File: config.mk
export PLATFORM = sky130hd
export DESIGN_NAME = frac_search_pipe
export DESIGN_NICKNAME = d
export VERILOG_FILES = /design/src/rtl/frac_search_pipe.sv
export SDC_FILE = /design/constraint.sdc
export NUM_CORES = 1
export LEC_CHECK = 0
export BUFFER_PORTS_ARGS = -buffer_cell sky130_fd_sc_hd__buf_2
export CAP_MARGIN = 20
export CORE_UTILIZATION = 29
export CTS_BUF_LIST = sky130_fd_sc_hd__clkbuf_8 sky130_fd_sc_hd__clkbuf_16
export DETAILED_ROUTE_END_ITERATION = 16
export PLACE_DENSITY = 0.45
export SYNTH_ARGS = -nofsm -noshare
export SYNTH_HDL_FRONTEND = slang
export SYNTH_SLANG_ARGS = --single-unit
export TNS_END_PERCENT = 50
File: constraint.sdc
create_clock -name clk -period 6.2 [get_ports clk]
set_clock_uncertainty 0.15 [all_clocks]
set_input_delay 0 -clock clk [delete_from_list [all_inputs] [get_ports clk]]
set_output_delay 0 -clock clk [all_outputs]
set_load 0.05 [all_outputs]
File: src/rtl/frac_search_pipe.sv
// rtl/frac_search_pipe.sv - fractional-pel candidate search: pipelined row SAD, per-candidate cost, running minimum
// Optional mv-cost weighting of each candidate is enabled by defining FRAC_SEARCH_MV_COST_EN.
module frac_search_pipe #(
    parameter int NPIX   = 8,
    parameter int PIX_W  = 8,
    parameter int ROWS   = 4,
    parameter int GRID   = 3,
    parameter int MV_W   = 3,
    parameter int SAD_W  = PIX_W + $clog2(NPIX * ROWS),
    parameter int LAMBDA = 4
) (
    input  logic                  clk,
    input  logic                  reset,
    input  logic [NPIX*PIX_W-1:0] filter_pix,
    input  logic [NPIX*PIX_W-1:0] ref_pix,
    input  logic                  input_ready,
    output logic                  in_ready,
    output logic [MV_W-1:0]       mvx,
    output logic [MV_W-1:0]       mvy,
    output logic [SAD_W-1:0]      best_cost,
    output logic                  out_valid,
    input  logic                  out_ready
);
    localparam int NCAND = GRID * GRID;
    localparam int CW    = (NCAND > 1) ? $clog2(NCAND) : 1;
    localparam int RW    = (ROWS > 1) ? $clog2(ROWS) : 1;
    localparam int RSW   = PIX_W + ((NPIX > 1) ? $clog2(NPIX) : 0);

    localparam logic [CW-1:0]    LAST_CAND = CW'(NCAND - 1);
    localparam logic [RW-1:0]    LAST_ROW  = RW'(ROWS - 1);
    localparam logic [SAD_W-1:0] COST_MAX  = '1;

    typedef enum logic [1:0] {ACC, DRAIN, DONE} state_t;

    state_t          state;
    state_t          state_next;
    logic            drain_cnt;
    logic [RW-1:0]   row;
    logic [CW-1:0]   cand;
    logic            accept;
    logic            last_beat;
    logic            release_result;

    logic [RSW-1:0]  row_sum;
    logic            s1_valid;
    logic            s1_first;
    logic            s1_last;
    logic [CW-1:0]   s1_cand;
    logic [RSW-1:0]  s1_sad;

    logic            s2_valid;
    logic            s2_last;
    logic [CW-1:0]   s2_cand;
    logic [SAD_W-1:0] acc;

    logic [SAD_W-1:0] cand_cost;
    logic [SAD_W-1:0] best_r;
    logic [CW-1:0]    best_idx;
    logic             cost_ready;
    logic             take;
    logic [CW-1:0]    idx_next;
    logic [SAD_W-1:0] cost_next;

    assign in_ready       = (state == ACC);
    assign out_valid      = (state == DONE);
    assign accept         = input_ready & in_ready;
    assign last_beat      = (row == LAST_ROW) && (cand == LAST_CAND);
    assign release_result = (state == DONE) && out_ready;

    always_ff @(posedge clk) begin
        if (!reset) begin
            state     <= ACC;
            drain_cnt <= 1'b0;
        end else begin
            state     <= state_next;
            drain_cnt <= (state == DRAIN) ? ~drain_cnt : 1'b0;
        end
    end

    // DRAIN spans exactly the two edges the last beat needs to reach the compare stage
    always_comb begin
        state_next = state;
        case (state)
            ACC:     if (accept && last_beat) state_next = DRAIN;
            DRAIN:   if (drain_cnt) state_next = DONE;
            DONE:    if (out_ready) state_next = ACC;
            default: state_next = ACC;
        endcase
    end

    always_ff @(posedge clk) begin
        if (!reset) begin
            row  <= '0;
            cand <= '0;
        end else if (release_result) begin
            row  <= '0;
            cand <= '0;
        end else if (accept) begin
            if (row == LAST_ROW) begin
                row  <= '0;
                cand <= (cand == LAST_CAND) ? '0 : cand + 1'b1;
            end else begin
                row <= row + 1'b1;
            end
        end
    end

    function automatic logic [PIX_W-1:0] abs_diff(input logic [PIX_W-1:0] a,
                                                  input logic [PIX_W-1:0] b);
        return (a > b) ? (a - b) : (b - a);
    endfunction

    always_comb begin
        row_sum = '0;
        for (int i = 0; i < NPIX; i++) begin
            row_sum = row_sum + RSW'(abs_diff(filter_pix[i*PIX_W +: PIX_W],
                                              ref_pix[i*PIX_W +: PIX_W]));
        end
    end

    always_ff @(posedge clk) begin
        if (!reset) begin
            s1_valid <= 1'b0;
            s1_first <= 1'b0;
            s1_last  <= 1'b0;
            s1_cand  <= '0;
            s1_sad   <= '0;
        end else begin
            s1_valid <= accept;
            if (accept) begin
                s1_sad   <= row_sum;
                s1_first <= (row == '0);
                s1_last  <= (row == LAST_ROW);
                s1_cand  <= cand;
            end
        end
    end

    // Bubbles leave acc and the stage-2 tags untouched; only s2_valid gates their use
    always_ff @(posedge clk) begin
        if (!reset) begin
            s2_valid <= 1'b0;
            s2_last  <= 1'b0;
            s2_cand  <= '0;
            acc      <= '0;
        end else begin
            s2_valid <= s1_valid;
            if (s1_valid) begin
                acc     <= s1_first ? SAD_W'(s1_sad) : acc + SAD_W'(s1_sad);
                s2_last <= s1_last;
                s2_cand <= s1_cand;
            end
        end
    end

`ifdef FRAC_SEARCH_MV_COST_EN
    function automatic logic [SAD_W-1:0] mv_cost(input logic [SAD_W-1:0] sad,
                                                 input logic [CW-1:0]    c);
        int cx;
        int cy;
        int dx;
        int dy;
        logic [SAD_W+31:0] sum;
        cx  = int'(c) % GRID;
        cy  = int'(c) / GRID;
        dx  = (cx > GRID / 2) ? (cx - GRID / 2) : (GRID / 2 - cx);
        dy  = (cy > GRID / 2) ? (cy - GRID / 2) : (GRID / 2 - cy);
        sum = (SAD_W+32)'(sad) + (SAD_W+32)'(LAMBDA * (dx + dy));
        return (sum > (SAD_W+32)'(COST_MAX)) ? COST_MAX : sum[SAD_W-1:0];
    endfunction

    assign cand_cost = mv_cost(acc, s2_cand);
`else
    logic unused_lambda;
    assign unused_lambda = ^LAMBDA;
    assign cand_cost     = acc;
`endif

    // Strictly-less keeps the earlier (lower-index) candidate on ties
    assign cost_ready = s2_valid && s2_last;
    assign take       = cost_ready && (cand_cost < best_r);
    assign idx_next   = take ? s2_cand : best_idx;
    assign cost_next  = take ? cand_cost : best_r;

    always_ff @(posedge clk) begin
        if (!reset) begin
            best_r    <= COST_MAX;
            best_idx  <= '0;
            mvx       <= '0;
            mvy       <= '0;
            best_cost <= '0;
        end else if (release_result) begin
            best_r   <= COST_MAX;
            best_idx <= '0;
        end else begin
            if (take) begin
                best_r   <= cand_cost;
                best_idx <= s2_cand;
            end
            if (cost_ready && (s2_cand == LAST_CAND)) begin
                best_cost <= cost_next;
                mvx       <= MV_W'(int'(idx_next) % GRID);
                mvy       <= MV_W'(int'(idx_next) / GRID);
            end
        end
    end

endmodule

==> summary.md, run 1 <==
| Metric | Value |
|---|---|
| Share of cells above drive strength 1 | `16.52%` |
| Largest stage delay, worst path | `0.59 ns` |
| Leakage power | `0.006614 µW` |
| Startpoint Class | `primary input` |
| Area Growth Syn to Fin | `17.57%` |
| Clock tree from TritonCTS | `yes` |
| Multi-input logic area | `8180 µm²` |
| Worst hold slack | `0.3055 ns` |
| Drc violations | `0` |
| Slowest-stage cell, CP | `fa_1` |
| # fillers | `3922` |
| Final wirelength | `27.86 mm` |
| Vias | `9379` |
| Routability Congestion | `0.8116` |
| H-tree Lvls | `3` |
| CP endpoint kind | `flop` |
| Rows | `70` |
| Main synth FF type | `dfxtp_1` |
| CTS clk-pin slew, worst paths | `0.07 ns` |
| CTS Buf Count | `9` |
| Design Power | `5896 µW` |
| Chip width | `195.1 µm` |
| Finished Cell Area | `12720 µm²` |
| Synth top area cells | `ha_1, dfxtp_1, fa_1` |
| P per Cell Area | `463.6 nW/µm²` |
| I/O pin cnt | `153` |
| GRT Residual Overflow | `0` |
| Clock Tree Buf Depth | `2` |
| Post-DP HPWL | `24.00 mm` |
| Worst skew pair latency | `0.35 ns` |
| Clk sinks | `82` |
| RSZ-0062 raised after global routing | `yes` |
| Vias per inst | `4.749` |
| Hold Vio Cnt, Final | `0` |
| Sum of buffers and inverters on the critical path | `6` |
| Wire length per cell | `14.10 µm` |
| Worst slew margin | `40.65%` |
| Mapped Avg Cell Area | `8.176 µm²` |
| Max-cap violations | `0` |
| Final min period | `5.802 ns` |
| Synth top area share | `18.74%` |
| Area after DPL | `12380 µm²` |
| Synth warn | `0` |
| Syn_nets | `1681` |
| Part of the cycle the worst path needs | `93.58%` |
| CP Class | `in2reg` |
| Largest net degree at the start of global routing | `35` |
| WP data arrival | `5.93 ns` |
| EDFF count, synth | `0` |
| Die area | `38080 µm²` |
| Die Ht | `195.1 µm` |
| Initial Util | `29.47%` |
| Post-CTS Setup Bufs | `0` |
| Top delay family on crit path | `adder cells` |
| Iter 0 DRT Violations | `381` |
| Min-Delay Path Class | `reg2reg` |
| Synth area leader | `ha_1` |
| FF/Latch Area | `1642 µm²` |
| Routed Antenna Nets | `0` |
| Cell variety after synth | `71` |
| Worst EP required | `6.33 ns` |
| Asr flop ratio synth | `0%` |
| Yosys reg bits | `82` |
| Nets | `1860` |
| CP most frequent cell | `fa_1` |
| Seq/Total Area, Yosys | `15.18%` |
| Initial antenna violation count | `0` |
| Core ar. | `36700 µm²` |
| Antenna cells | `0` |
| Slew at the pin closest to its max-slew limit | `0.8903 ns` |
| Highest clock rate | `172.4 MHz` |
| Crit Path Max Fanout | `4` |
| First-pass GRT wire length | `46.36 mm` |
| Slew Limit Fails | `0` |
| Drt pass-1 iters | `5` |
| Synthesized netlist cell count | `1323` |
| CTS root buf | `clkbuf_16` |
| Final setup vio count | `0` |
| Vias in the first global route | `9086` |
| Maximum vdd drop | `0.7314 mV` |
| Mapped Area | `10820 µm²` |
| IO buf count | `152` |
| Outcome | `finished, final reports clean` |
| Total GRT Usage | `14.92%` |
-- layout by cell type, fill, tap and decap left out, types with 16 or more instances in the layout --
| cell type | count |
|---|---|
| nor2_1 | 73 |
| buf_2 | 152 |
| mux2i_1 | 66 |
| fa_1 | 64 |
| nand2_1 | 101 |
| xor2_1 | 21 |
| dfxtp_1 | 82 |
| a21o_1 | 25 |
| mux2_2 | 23 |
| buf_4 | 45 |
| nand4_1 | 18 |
| nor3_1 | 16 |
| a211oi_1 | 26 |
| inv_1 | 237 |
| nor2b_1 | 18 |
| xnor2_1 | 33 |
| o21ai_0 | 51 |
| ha_1 | 162 |
| a21oi_1 | 87 |
| nand3_1 | 17 |
-- worst min-delay path: stages (launching register included) --
cell     delay (ns)
dfxtp_1        0.31
nand2_1        0.05
a21oi_1        0.05
-- where the power goes --
group	switching [µW]	total, µW	internal (µW)
sequential	33.7	610	576
clock	235	520	286
combinational	2420	4770	2340
total	2690	5900	3200
-- final timing paths --
path | startpoint | endpoint | slack (ns) | cells after the start
hold / removal | s1_cand[1] | s1_cand[1] | 0.31 | 2
setup / recovery | filter_pix[16] | s1_sad[9] | 0.40 | 28
hold reg to reg | s1_cand[1] | s1_cand[1] | 0.31 | 2
setup reg to reg | best_r[7] | mvy[0] | 1.57 | 18
-- registers in the layout (all words and copies together) (netlist names) --
signal     cells
acc           13
best_cost     13
best_idx       4
best_r        13
cand           4
drain_cnt      1
mvx            3
mvy            3
row            2
s1_cand        4
s1_first       1
s1_last        1
s1_sad        11
s1_valid       1
s2_cand        4
s2_last        1
s2_valid       1
state          2
-- cell usage after synthesis (6+ instances only) --
library cell and number:
and2_1 12, mux2i_1 66, nand2b_1 8, ha_1 162, o21bai_1 12, inv_1 237
xor2_1 22, nand4_1 18, o211ai_1 14, a211oi_1 26, buf_2 6, nor2b_1 18
o21a_1 14, or3_1 10, and3_1 10, a2111oi_0 6, xnor2_1 34, a21oi_1 88
dfxtp_1 82, fa_1 64, nand2_1 101, nand3_1 17, a221oi_1 7, nor2_1 73
a21o_1 25, nor3_1 17, mux2_2 23, o21ai_0 53, clkbuf_1 22
-- metal layers --
metal	share of wire (%)	global-route usage, %
met1	53	21.78
met2	44	23.90
met3	3.0	2.193
met4	0.37	1.283
met5	0	0
-- area by class of cell --
class	count	area share, %
Clock inverter	6	0.3837
Multi-Input combinational cell	971	64.33
Tap cell	468	4.604
Timing Repair Buffer	200	8.874
Sequential cell	82	12.91
Clock buffer	10	1.879
Inverter	238	7.025
-- per-stage QoR --
stage               worst slack (ns)  cells  TNS [ns]  util [%]
floorplan                     0.3041   1323         0         -
global placement              0.1031   1956         0     33.73
detailed placement          -0.05877   1956   -0.1332     33.73
CTS                           0.2816   1975         0     34.60
global route                -0.02811   1975  -0.02911     34.65
finish                        0.3979   1975         0     34.65
-- timing repair --
item / 4_1_cts / 5_1_grt
gates resized for setup: 0 / 6
setup endpoints to repair: 0 / 3
endpoints found under the hold margin: 21 / 0
hold buffers: 3 / 0
-- cells by family (layout without fill, tap and decap cells) --
kind of cell    count (synthesis)  in the layout  synth area share, %
simple gates                  305            305                13.55
compound gates                295            295                18.18
buf+inv                       270            454                9.474
fa+ha+maj                     226            226                30.58
mux                            89             89                8.502
flops                          82             82                15.18
xor+xnor                       56             56                4.534
Note: power is estimated with default switching activity, not from simulation.
==> inputs of run 2 (changes only) <==
--- a/config.mk
+++ b/config.mk
@@ -7,10 +7,13 @@
 export LEC_CHECK = 0
 export BUFFER_PORTS_ARGS = -buffer_cell sky130_fd_sc_hd__buf_2
 export CAP_MARGIN = 20
+export CELL_PAD_IN_SITES_DETAIL_PLACEMENT = 1
+export CELL_PAD_IN_SITES_GLOBAL_PLACEMENT = 2
 export CORE_UTILIZATION = 29
 export CTS_BUF_LIST = sky130_fd_sc_hd__clkbuf_8 sky130_fd_sc_hd__clkbuf_16
 export DETAILED_ROUTE_END_ITERATION = 16
-export PLACE_DENSITY = 0.45
+export MAX_ROUTING_LAYER = met4
+export PLACE_DENSITY = 0.69
 export SYNTH_ARGS = -nofsm -noshare
 export SYNTH_HDL_FRONTEND = slang
 export SYNTH_SLANG_ARGS = --single-unit
==> run 2 against run 1 <==
  * Final cell count grew 1.1%
  * Sequential power is essentially flat
  * Hold slack gained 0.0066 ns
  * Register-to-register slack lost 0.13 ns
  * Die area is the same
  * Design area grew 1.9%
  * Global-route usage grew 2.1 points
  * Non-clock buffer count grew 19
  * Setup slack gained 0.052 ns
  * Maximum frequency grew 0.90%
  * Routed wire length grew 9.5%
  * Clock power grew 17%
==> summary.md, run 2 (synthesized netlist as in run 1, its figures left out) <==
| Metric | Value |
|---|---|
| Routed Antenna Nets | `0 (unchanged)` |
| Startpoint Class | `primary input` |
| First-pass GRT wire length | `51.63 mm (+11%)` |
| Total GRT Usage | `17.03% (+2.1 points)` |
| Min-Delay Path Class | `reg2reg` |
| Worst skew pair latency | `0.35 ns (about the same)` |
| CTS Buf Count | `9 (unchanged)` |
| Pre-CTS setup slack | `-0.1757 ns (-0.1169 ns)` |
| Crit Path Max Fanout | `6 (+2)` |
| Setup ws final | `0.4499 ns (+0.05203 ns)` |
| Vias in the first global route | `10170 (+12%)` |
| Most common cell after layout, fill and taps aside | `inv_1` |
| Drc violations | `0 (unchanged)` |
| Clk sinks | `82 (unchanged)` |
| RSZ-0062 raised after global routing | `no` |
| Slew at the pin closest to its max-slew limit | `0.9067 ns (+0.01642 ns)` |
| IO buf count | `152 (unchanged)` |
| Leakage power | `0.006730 µW (+1.7%)` |
| # fillers | `4507 (+15%)` |
| Hold Vio Cnt, Final | `0 (unchanged)` |
| Wire length per cell | `15.27 µm (+8.3%)` |
| Iter 0 DRT Violations | `217 (-43%)` |
| Outcome | `finished, final reports clean` |
| CP most frequent cell | `fa_1` |
| Initial Util | `29.47% (unchanged)` |
| Max-cap violations | `0 (unchanged)` |
| Vias | `9663 (+3.0%)` |
| Final wirelength | `30.50 mm (+9.5%)` |
| Clock tree from TritonCTS | `yes` |
| Slowest-stage cell, CP | `fa_1` |
| Slew Limit Fails | `0 (unchanged)` |
| Rows | `70 (unchanged)` |
| CTS root buf | `clkbuf_16` |
| Final min period | `5.750 ns (-0.05203 ns)` |
| GRT Residual Overflow | `0 (unchanged)` |
| Drt pass-1 iters | `4 (-1)` |
| Routability Congestion | `0.8451 (+4.1%)` |
| Die area | `38080 µm² (unchanged)` |
| Part of the cycle the worst path needs | `92.74% (-0.84 points)` |
| Post-DP HPWL | `26.45 mm (+10%)` |
| H-tree Lvls | `3 (unchanged)` |
| I/O pin cnt | `153 (unchanged)` |
| Design Power | `6068 µW (+2.9%)` |
| Maximum vdd drop | `0.7136 mV (-2.4%)` |
| Die Ht | `195.1 µm (unchanged)` |
| Worst EP required | `6.25 ns (-0.08 ns)` |
| CTS clk-pin slew, worst paths | `0.06 ns (about the same)` |
| Core ar. | `36700 µm² (unchanged)` |
| Final setup vio count | `0 (unchanged)` |
| WP data arrival | `5.80 ns (-0.13 ns)` |
| Setup TNS | `0 ns (unchanged)` |
| Chip width | `195.1 µm (unchanged)` |
| Share of cells above drive strength 1 | `18.22% (+1.7 points)` |
| Largest net degree at the start of global routing | `51 (+46%)` |
| Largest stage delay, worst path | `0.54 ns (-0.05 ns)` |
| Clock Tree Buf Depth | `2 (unchanged)` |
| Highest clock rate | `173.9 MHz (+0.90%)` |
| Vias per inst | `4.839 (+1.9%)` |
| Initial antenna violation count | `2 (+2)` |
| Worst slew margin | `39.46% (-1.2 points)` |
| CP endpoint kind | `flop` |
| Highest-count cells in the layout ignoring fill and taps | `inv_1, ha_1, buf_2, nand2_1, a21oi_1` |
| Nets | `1879 (+1.0%)` |
| Biggest regs | `acc: 13 flops, best_cost: 13 flops, best_r: 13 flops` |
| Area Growth Syn to Fin | `19.78%` |
| CP Class | `in2reg` |
| P per Cell Area | `468.3 nW/µm² (+1.0%)` |
run 2: cell types whose count changed in the layout (fill, tap and decap cells not counted), moves of 2 or more:
cell,previous run,this run
mux2i_1,66,64
buf_4,45,63
diode_2,0,3
mux2i_2,0,2
o21ai_0,51,49
clkinvlp_4,3,1
bufinv_16,0,2
run 2: what timing repair did:
| action | 4_1_cts | 5_1_grt |
|---|---|---|
| setup buffers | 0 | 1 |
| hold buffers | 3 | 0 |
| setup endpoints to repair | 0 | 5 |
| endpoints found under the hold margin | 31 | 0 |
| gates resized for setup | 0 | 20 |
run 2: layout make-up:
cell class	count	area [µm²]	area share, %
clock buffer	11	252.7	1.951
multi-input combinational	971	8215	63.41
sequential	82	1642	12.67
antenna	3	7.507	0.05794
inverter	238	893.4	6.895
timing repair buffer	219	1275	9.841
tap	468	585.6	4.520
clock inverter	5	85.08	0.6567
run 2: critical path, delay by kind of cell:
kind | cells | cell delay [ns]
AND/OR/NAND/NOR | 1 | 0.10
buffers and inverters | 8 | 0.76
AO/OA/AOI/OAI | 11 | 1.53
XOR/XNOR | 1 | 0.16
multiplexers | 1 | 0.34
adder cells (fa/ha/maj) | 7 | 2.92
run 2: final timing paths:
check	start	endpoint	slack, ns	cells after the start
hold / removal	s1_cand[3]	s1_cand[3]	0.31	2
hold reg to reg	s1_cand[3]	s1_cand[3]	0.31	2
setup reg to reg	acc[6]	mvy[0]	1.44	17
setup / recovery	filter_pix[8]	s1_sad[10]	0.45	29
run 2: per-stage QoR:
step	util (%)	area [µm²]	instances	hold slack [ns]
2_1_floorplan	-	10820	1323	-0.002397
3_3_place_gp	34.09	12510	1974	0.1513
3_5_place_dp	34.09	12510	1974	0.1545
4_1_cts	35.09	12880	1993	0.3098
5_1_grt	35.30	12950	1996	0.3390
6_report	35.31	12960	1997	0.3121
run 2: power by group:
part / internal, µW / total [µW] / switching (µW)
Combinational: 2370 / 4850 / 2480
Clock: 377 / 607 / 230
Sequential: 577 / 611 / 34.4
run 2: layer usage:
layer / up-vias / global-route usage, % / share of wire [%]
li1: 4881 / - / -
met1: 4610 / 22.60 / 50
met2: 141 / 27.80 / 46
met3: 31 / 1.693 / 2.7
met4: 0 / 3.966 / 1.6
met5: - / - / 0
